### src/rtl/cpu_decode_stage.sv
// rtl/cpu_decode_stage.sv - RV32I decode stage with tag-change handshake and one-entry skid buffer
module cpu_decode_stage #(
    parameter int TAG_WIDTH = 8
) (
    input  logic                 i_clock,
    input  logic                 i_reset,
    input  logic [TAG_WIDTH-1:0] i_fetch_tag,
    input  logic [31:0]          i_fetch_instruction,
    input  logic [31:0]          i_fetch_pc,
    output logic                 o_busy,
    input  logic                 i_execute_busy,
    output logic [TAG_WIDTH-1:0] o_tag,
    output logic [31:0]          o_pc,
    output logic [31:0]          o_instruction,
    output logic [4:0]           o_rs1,
    output logic [4:0]           o_rs2,
    output logic [4:0]           o_rd,
    output logic                 o_rs1_used,
    output logic                 o_rs2_used,
    output logic                 o_rd_used,
    output logic [31:0]          o_imm,
    output logic                 o_is_lui,
    output logic                 o_is_auipc,
    output logic                 o_is_jal,
    output logic                 o_is_jalr,
    output logic                 o_is_branch,
    output logic                 o_is_load,
    output logic                 o_is_store,
    output logic                 o_is_alu_imm,
    output logic                 o_is_alu_reg,
    output logic                 o_is_fence,
    output logic                 o_is_system,
    output logic                 o_illegal
);

    localparam logic [6:0] OP_LUI    = 7'b0110111;
    localparam logic [6:0] OP_AUIPC  = 7'b0010111;
    localparam logic [6:0] OP_JAL    = 7'b1101111;
    localparam logic [6:0] OP_JALR   = 7'b1100111;
    localparam logic [6:0] OP_BRANCH = 7'b1100011;
    localparam logic [6:0] OP_LOAD   = 7'b0000011;
    localparam logic [6:0] OP_STORE  = 7'b0100011;
    localparam logic [6:0] OP_IMM    = 7'b0010011;
    localparam logic [6:0] OP_REG    = 7'b0110011;
    localparam logic [6:0] OP_FENCE  = 7'b0001111;
    localparam logic [6:0] OP_SYSTEM = 7'b1110011;

    typedef struct packed {
        logic [TAG_WIDTH-1:0] tag;
        logic [31:0]          pc;
        logic [31:0]          instruction;
        logic [4:0]           rs1;
        logic [4:0]           rs2;
        logic [4:0]           rd;
        logic                 rs1_used;
        logic                 rs2_used;
        logic                 rd_used;
        logic [31:0]          imm;
        logic                 is_lui;
        logic                 is_auipc;
        logic                 is_jal;
        logic                 is_jalr;
        logic                 is_branch;
        logic                 is_load;
        logic                 is_store;
        logic                 is_alu_imm;
        logic                 is_alu_reg;
        logic                 is_fence;
        logic                 is_system;
        logic                 illegal;
    } record_t;

    logic [TAG_WIDTH-1:0] r_last_tag;
    logic                 r_skid_valid;
    record_t              r_skid;
    record_t              r_out;
    record_t              w_dec;
    logic                 w_accept;
    logic [31:0]          w_ins;
    logic [31:0]          w_imm_i;
    logic [31:0]          w_imm_s;
    logic [31:0]          w_imm_b;
    logic [31:0]          w_imm_u;
    logic [31:0]          w_imm_j;

    assign w_ins    = i_fetch_instruction;
    assign w_imm_i  = {{20{w_ins[31]}}, w_ins[31:20]};
    assign w_imm_s  = {{20{w_ins[31]}}, w_ins[31:25], w_ins[11:7]};
    assign w_imm_b  = {{19{w_ins[31]}}, w_ins[31], w_ins[7], w_ins[30:25], w_ins[11:8], 1'b0};
    assign w_imm_u  = {w_ins[31:12], 12'b0};
    assign w_imm_j  = {{11{w_ins[31]}}, w_ins[31], w_ins[19:12], w_ins[20], w_ins[30:21], 1'b0};

    // A differing tag is a new instruction; nothing is taken while the skid holds one.
    assign w_accept = (i_fetch_tag != r_last_tag) && !r_skid_valid;

    // Decode the presented instruction into a full output record.
    always_comb begin
        w_dec             = '0;
        w_dec.tag         = i_fetch_tag;
        w_dec.pc          = i_fetch_pc;
        w_dec.instruction = w_ins;
        w_dec.rd          = w_ins[11:7];
        w_dec.rs1         = w_ins[19:15];
        w_dec.rs2         = w_ins[24:20];
        case (w_ins[6:0])
            OP_LUI:    begin w_dec.is_lui     = 1'b1; w_dec.imm = w_imm_u; end
            OP_AUIPC:  begin w_dec.is_auipc   = 1'b1; w_dec.imm = w_imm_u; end
            OP_JAL:    begin w_dec.is_jal     = 1'b1; w_dec.imm = w_imm_j; end
            OP_JALR:   begin w_dec.is_jalr    = 1'b1; w_dec.imm = w_imm_i; end
            OP_BRANCH: begin w_dec.is_branch  = 1'b1; w_dec.imm = w_imm_b; end
            OP_LOAD:   begin w_dec.is_load    = 1'b1; w_dec.imm = w_imm_i; end
            OP_STORE:  begin w_dec.is_store   = 1'b1; w_dec.imm = w_imm_s; end
            OP_IMM:    begin w_dec.is_alu_imm = 1'b1; w_dec.imm = w_imm_i; end
            OP_REG:    begin w_dec.is_alu_reg = 1'b1; end
            OP_FENCE:  begin w_dec.is_fence   = 1'b1; w_dec.imm = w_imm_i; end
            OP_SYSTEM: begin w_dec.is_system  = 1'b1; w_dec.imm = w_imm_i; end
            default:   begin w_dec.illegal    = 1'b1; end
        endcase
        w_dec.rs1_used = !(w_dec.is_lui || w_dec.is_auipc || w_dec.is_jal);
        w_dec.rs2_used = w_dec.is_branch || w_dec.is_store || w_dec.is_alu_reg;
        w_dec.rd_used  = !(w_dec.is_branch || w_dec.is_store || w_dec.is_fence)
                         && (w_dec.rd != 5'd0);
    end

    // Drain the skid first when execute frees up; otherwise route an accepted record
    // to the output or, while execute stalls, park it in the skid.
    always_ff @(posedge i_clock) begin
        if (i_reset) begin
            r_last_tag   <= '0;
            r_skid_valid <= 1'b0;
            r_skid       <= '0;
            r_out        <= '0;
        end else if (r_skid_valid) begin
            if (!i_execute_busy) begin
                r_out        <= r_skid;
                r_skid_valid <= 1'b0;
            end
        end else if (w_accept) begin
            r_last_tag <= i_fetch_tag;
            if (!i_execute_busy) begin
                r_out <= w_dec;
            end else begin
                r_skid       <= w_dec;
                r_skid_valid <= 1'b1;
            end
        end
    end

    assign o_busy        = r_skid_valid;
    assign o_tag         = r_out.tag;
    assign o_pc          = r_out.pc;
    assign o_instruction = r_out.instruction;
    assign o_rs1         = r_out.rs1;
    assign o_rs2         = r_out.rs2;
    assign o_rd          = r_out.rd;
    assign o_rs1_used    = r_out.rs1_used;
    assign o_rs2_used    = r_out.rs2_used;
    assign o_rd_used     = r_out.rd_used;
    assign o_imm         = r_out.imm;
    assign o_is_lui      = r_out.is_lui;
    assign o_is_auipc    = r_out.is_auipc;
    assign o_is_jal      = r_out.is_jal;
    assign o_is_jalr     = r_out.is_jalr;
    assign o_is_branch   = r_out.is_branch;
    assign o_is_load     = r_out.is_load;
    assign o_is_store    = r_out.is_store;
    assign o_is_alu_imm  = r_out.is_alu_imm;
    assign o_is_alu_reg  = r_out.is_alu_reg;
    assign o_is_fence    = r_out.is_fence;
    assign o_is_system   = r_out.is_system;
    assign o_illegal     = r_out.illegal;

endmodule
### config.mk
export PLATFORM = sky130hd
export DESIGN_NAME = cpu_decode_stage
export DESIGN_NICKNAME = d
export VERILOG_FILES = /design/src/rtl/cpu_decode_stage.sv
export SDC_FILE = /design/constraint.sdc
export NUM_CORES = 1
export LEC_CHECK = 0
export CAP_MARGIN = 20
export CORE_MARGIN = 5
export CORE_UTILIZATION = 35
export DETAILED_ROUTE_END_ITERATION = 7
export PLACE_DENSITY = 0.66
export SLEW_MARGIN = 20
export SYNTH_ARGS = -nofsm -noshare
export SYNTH_HDL_FRONTEND = slang
export SYNTH_SLANG_ARGS = --single-unit
### constraint.sdc
create_clock -name i_clock -period 4.5 [get_ports i_clock]
set_clock_uncertainty 0.15 [all_clocks]
set_input_delay 0.675 -clock i_clock [delete_from_list [all_inputs] [get_ports i_clock]]
set_output_delay 0.675 -clock i_clock [all_outputs]
set_load 0.01 [all_outputs]
==> run metrics, run 1 <==
clk slew on worst S/H paths=0.06 ns; Final Hold Fails=0; Vert. Die Dim=185 µm; Synth Flop Type=dfxtp_1; worst hold-check path type=flop to flop; initial drt markers=474; fmax=335 MHz; initial antenna violation count=2; crit path DAT=3.31 ns; ant diodes=0; most used routing layer=met2; WL per Instance=16.8 µm; Mapped Cells=1,238; CTS Buffer Depth=3; fraction of met1 tracks used by global routing=22.3%; status=completed; worst vdd ir=0.299 mV; Worst R2R Path Depth=6; fill count=2,916; register area share after synthesis=45.9%; fin crit period=2.99 ns; Ports=210; met2 Use GR=27.8%; Pleak=0.00501 µW; DRT antenna net count=0; startpoint types=flop; max reg flops=119; RSZ-0062 raised after global routing=no; Num CTS Buffers=29; fin crit share=66.4%; Slew @ Worst Pin=0.955 ns; utilization after layout=46.1%; largest net degree at the start of global routing=91; clk_lat worst skew=0.55 ns; ys async rst share=0%; Yosys cell types=64; CTS Sinks=247; Core ar.=0.0305 mm²; post-synthesis net count=1,313; Ys Warns=0; Post-Syn Area=0.0108 mm²; layout cell share with drive strength beyond 1=9.07%; drt pass-1 iters=6; fin nets=1,452; Die W=185 µm; Crit path top cell by count=buf_4; Hold Crit Depth=2; Setup CP Type=flop to flop; Rel. slew slack=36.4%; max_cap viols=0; CTS tree=yes; Rows=64; FF-to-FF Start=o_busy; Top reg by flops=r_skid; Avg Vias per Cell=5.21; Setup Viol. Count Final=0; Avg Cell Area, Syn=8.70 µm²; CP Max Fanout=69; pwr dens=399 mW/mm²; RR Endpoint=r_skid[42]; Global Route met3 Usage=4.12%; CP required=4.82 ns; commonest non-fill, non-tap cells in the layout=246 x dfxtp_1, 208 x clkdlybuf4s50_1, 191 x nand2_1; post-CTS repair timing setup buffer count=0; gr ovfl total=0; vias in the first global route=8,898; EDFF count, synth=0; worst-path cell chain=buf_4, nor2_1, o21ai_4, buf_4, a21oi_2, a21oi_1; area grow syn2layout=30.5%; final WL=30.2 mm; Slowest cell on crit path=buf_4; first-pass GRT wire length=47.7 mm; initial core utilization=35.3%; Tot GR Track Use=16.8%; TNS Setup=0 ns; CP max stage delay=0.66 ns; most common cell after layout, fill and taps aside=dfxtp_1; Seq cells post-synth=247; routability cong.=0.796; Port Buf Inserts=209; post_cts resized=0; FF-to-FF setup slack=1.51 ns; Slew Viols, Final=0; die footprint=0.0344 mm²; Hold EP=r_skid[90]; post-route DRC violation count=0; H-tree levels=1; root buffer cell=clkbuf_16; Hold Crit Start=r_skid[90]; hold-fix buffers at CTS=0; DP HPWL=19.5 mm; via count=9,360; crit end category=flop
-- cell families after synthesis --
logic type / after synthesis / share of synthesized area [%]
compound gates: 333 / 22.2
xor+xnor: 9 / 0.731
fa+ha+maj: 1 / 0.0929
buf+inv: 148 / 6.61
flops: 247 / 45.9
mux: 81 / 7.52
simple gates: 419 / 17.0
-- where the power goes --
part / switching, µW / leakage (µW) / internal (µW)
sequential: 74.3 / 0.00203 / 2320
combinational: 410 / 0.00246 / 355
clock: 925 / 0.000511 / 1530
total: 1410 / 0.00501 / 4200
-- final cells by class --
class | count | area (µm²) | area share (%)
Multi-Input combinational cell | 843 | 5160 | 36.7
Sequential cell | 247 | 4950 | 35.2
Timing Repair Buffer | 234 | 2350 | 16.7
Clock buffer | 43 | 888 | 6.32
Tap cell | 396 | 495 | 3.52
Clock inverter | 11 | 140 | 0.997
Inverter | 22 | 82.6 | 0.587
-- critical path: cells and delay by family (launching register included) --
kind / cells / cell delay (ns)
flops: 1 / 0.56
compound gates: 3 / 0.65
simple gates: 1 / 0.23
buf+inv: 2 / 1.28
-- cell usage after synthesis, types with 5 or more instances --
cell	count	area (µm²)
a211oi_1	100	751
a211oi_2	6	75.1
a21oi_1	107	536
a21oi_2	21	184
a221oi_1	9	78.8
a22oi_1	10	75.1
and2_1	14	87.6
and3_1	5	31.3
buf_1	5	18.8
buf_2	41	205
buf_4	19	143
clkbuf_1	57	214
dfxtp_1	247	4940
inv_1	21	78.8
mux2i_1	81	811
nand2_1	191	717
nand2b_1	15	93.8
nand3_1	13	65.1
nand4_1	11	68.8
nor2_1	127	477
nor3_1	18	90.1
o211ai_1	12	90.1
o21ai_0	14	70.1
o221ai_2	10	150
o32ai_1	13	114
xnor2_1	9	78.8
-- per-stage QoR --
step	area, µm²	std cells	hold slack [ns]	power, µW	setup slack (ns)
global placement	13000	1742	0.289	3190	1.12
floorplan	10800	1238	0.282	2860	2.16
finish	14100	1796	0.301	5610	1.51
global route	14100	1796	0.320	5870	1.27
detailed placement	13000	1742	0.296	3210	1.03
CTS	14100	1796	0.304	5690	1.47
-- metal layers --
layer	routed length, µm	vias up
met2	14000	254
met4	591	4
met1	13300	4405
met5	34	-
met3	2160	48
li1	-	4649
-- worst max path at each step --
stage | from | to | cells past startpoint
after global routing | o_busy | r_skid[42] | 6
final | o_busy | r_skid[42] | 6
after global placement | i_fetch_tag[7] | o_instruction[15] | 7
after floorplan | i_fetch_instruction[5] | o_imm[28] | 7
after CTS | o_busy | r_skid[42] | 6
after detailed placement | i_fetch_tag[7] | o_instruction[4] | 7
Power figures use the tool's default switching activity.
==> run 2, diff against run 1 <==
- PLACE_DENSITY: 0.66 -> 0.68
- clock period: 4.5 -> 2.5 ns (I/O delays scaled with it)
==> run metrics, run 2 (same netlist as run 1, synthesis figures left out) <==
final WL=30.6 mm (was 30.2 mm); Post-Place Setup Slack=-0.158 ns (was 1.03 ns); Tot GR Track Use=17.0% (was 16.8%); post-CTS repair timing setup buffer count=0 (unchanged); clk slew on worst S/H paths=0.06 ns (about the same); DRT antenna net count=0 (unchanged); Rows=64 (unchanged); Hold Crit Start=i_reset (was r_skid[90]); Setup Viol. Count Final=0 (unchanged); Final Hold Fails=0 (unchanged); Slew @ Worst Pin=0.838 ns (was 0.955 ns); root buffer cell=clkbuf_16 (unchanged); initial antenna violation count=1 (was 2); RSZ-0062 raised after global routing=no (unchanged); die footprint=0.0344 mm² (unchanged); fmax=415 MHz; Hold Crit Depth=2 (unchanged); Die W=185 µm (unchanged); max_cap viols=0 (unchanged); DP HPWL=21.2 mm (was 19.5 mm); FF-to-FF setup slack=0.49 ns (was 1.51 ns); Non-Filler Instances=1,852 (was 1,796); vias in the first global route=9,066 (was 8,898); CTS Sinks=247 (unchanged); Top reg by flops=r_skid (unchanged); Hold EP=r_skid[5] (was r_skid[90]); fin crit period=2.41 ns; Port Buf Inserts=209 (unchanged); Worst R2R Path Depth=6 (unchanged); Num CTS Buffers=27 (was 29); startpoint types=flop (unchanged); Vert. Die Dim=185 µm (unchanged); layout cell share with drive strength beyond 1=12.5% (was 9.07%); fin crit share=96.4%; H-tree levels=1 (unchanged); commonest non-fill, non-tap cells in the layout=246 x dfxtp_1, 208 x clkdlybuf4s50_1, 191 x nand2_1 (unchanged); largest net degree at the start of global routing=88 (was 91); via count=9,551 (was 9,360); M1 WL=13.2 mm (was 13.3 mm); most common cell after layout, fill and taps aside=dfxtp_1 (unchanged); fin nets=1,511 (was 1,452); crit path DAT=1.88 ns (was 3.31 ns); metal3 WL=2.09 mm (was 2.16 mm); initial drt markers=531 (was 474); Avg Vias per Cell=5.16 (was 5.21); max reg flops=119 (unchanged); routability cong.=0.910 (was 0.796); post_cts resized=0 (unchanged); RR Endpoint=r_skid[42] (unchanged); drt pass-1 iters=7 (was 6); CP required=1.98 ns (was 4.82 ns); CTS Buffer Depth=3 (unchanged); gr ovfl total=0 (unchanged); Sequential Area=0.00495 mm² (unchanged); clk_lat worst skew=0.54 ns (was 0.55 ns); CTS tree=yes (unchanged); initial core utilization=35.3% (unchanged); Slew Viols, Final=0 (unchanged); Detail Route met2 WL=14.5 mm (was 14.0 mm); hold-fix buffers at CTS=0 (unchanged); area grow syn2layout=36.0% (was 30.5%); FF-to-FF Start=r_last_tag[7] (was o_busy); pwr dens=670 mW/mm² (was 399 mW/mm²); ant diodes=0 (unchanged); Core ar.=0.0305 mm² (unchanged); post-route DRC violation count=0 (unchanged); Ports=210 (unchanged); Pleak=0.00533 µW (was 0.00501 µW); Rel. slew slack=44.1% (was 36.4%); CP Max Fanout=18 (was 69); fill count=2,868 (was 2,916); Multi-input gate area=0.00516 mm² (unchanged); cell count after placement=1,803 (was 1,742); uppermost layer routed=met5 (unchanged); worst vdd ir=0.471 mV (was 0.299 mV); post-layout worst setup margin=0.0912 ns (was 1.51 ns); worst hold-check path type=input pin to flop (was flop to flop); crit end category=output pin (was flop); first-pass GRT wire length=48.5 mm (was 47.7 mm); status=completed (unchanged); Setup CP Type=flop to output pin (was flop to flop); WL per Instance=16.5 µm (was 16.8 µm)
## run 2: cell types whose count changed in the layout (fill, tap and decap cells not counted)
cell,change
clkinv_2,+1
clkbuf_16,-2
clkinvlp_4,+1
clkbuf_1,+1
bufinv_16,-1
buf_12,+21
buf_4,+40
inv_6,-1
clkbuf_8,-4
## run 2: area by class of cell
class | instances | area share (%)
multi-input cells | 843 | 35.2
flip-flops and latches | 247 | 33.8
inverters | 22 | 0.564
repair buffers | 295 | 20.9
well taps | 396 | 3.38
clock inverters | 11 | 0.777
clock buffers | 38 | 5.37
## run 2: through the flow
stage | hold slack, ns | utilization, % | TNS, ns | total power [µW] | area (µm²)
4_1_cts | 0.0638 | 48.0 | 0 | 9940 | 14700
6_report | 0.0817 | 48.0 | 0 | 9820 | 14700
2_1_floorplan | 0.282 | - | 0 | 5150 | 10800
3_5_place_dp | 0.295 | 45.1 | -6.52 | 5910 | 13800
3_3_place_gp | 0.288 | 45.1 | -3.24 | 5880 | 13800
5_1_grt | 0.0800 | 48.0 | 0 | 10300 | 14700
## run 2: how the worst max path moves through the flow
| stage | slack (ns) | startpoint | to |
|---|---|---|---|
| floorplan | 0.46 | i_fetch_instruction[5] | o_imm[28] |
| global placement | -0.14 | i_fetch_instruction[6] | r_skid[42] |
| detailed placement | -0.16 | i_fetch_instruction[31] | o_imm[16] |
| CTS | 0.06 | o_busy | o_busy |
| global route | 0.03 | o_busy | o_busy |
| finish | 0.09 | o_busy | o_busy |
## run 2: power by group
part           leakage [µW]  internal, µW  total [µW]  switching, µW
combinational       0.00285           751        1520            768
clock              0.000444          2390        4000           1610
sequential          0.00203          4170        4300            129
total               0.00533          7310        9820           2510
## run 2: critical path, cell delays in order, from the launching register on
cell	delay, ns
dfxtp_4	0.42
buf_4	0.32
clkdlybuf4s50_1	0.60
## run 2: layer usage
| layer | track usage, % | vias up |
|---|---|---|
| met4 | 4.11 | 2 |
| li1 | - | 4746 |
| met2 | 28.8 | 257 |
| met3 | 3.79 | 52 |
| met5 | 0 | - |
| met1 | 22.2 | 4494 |
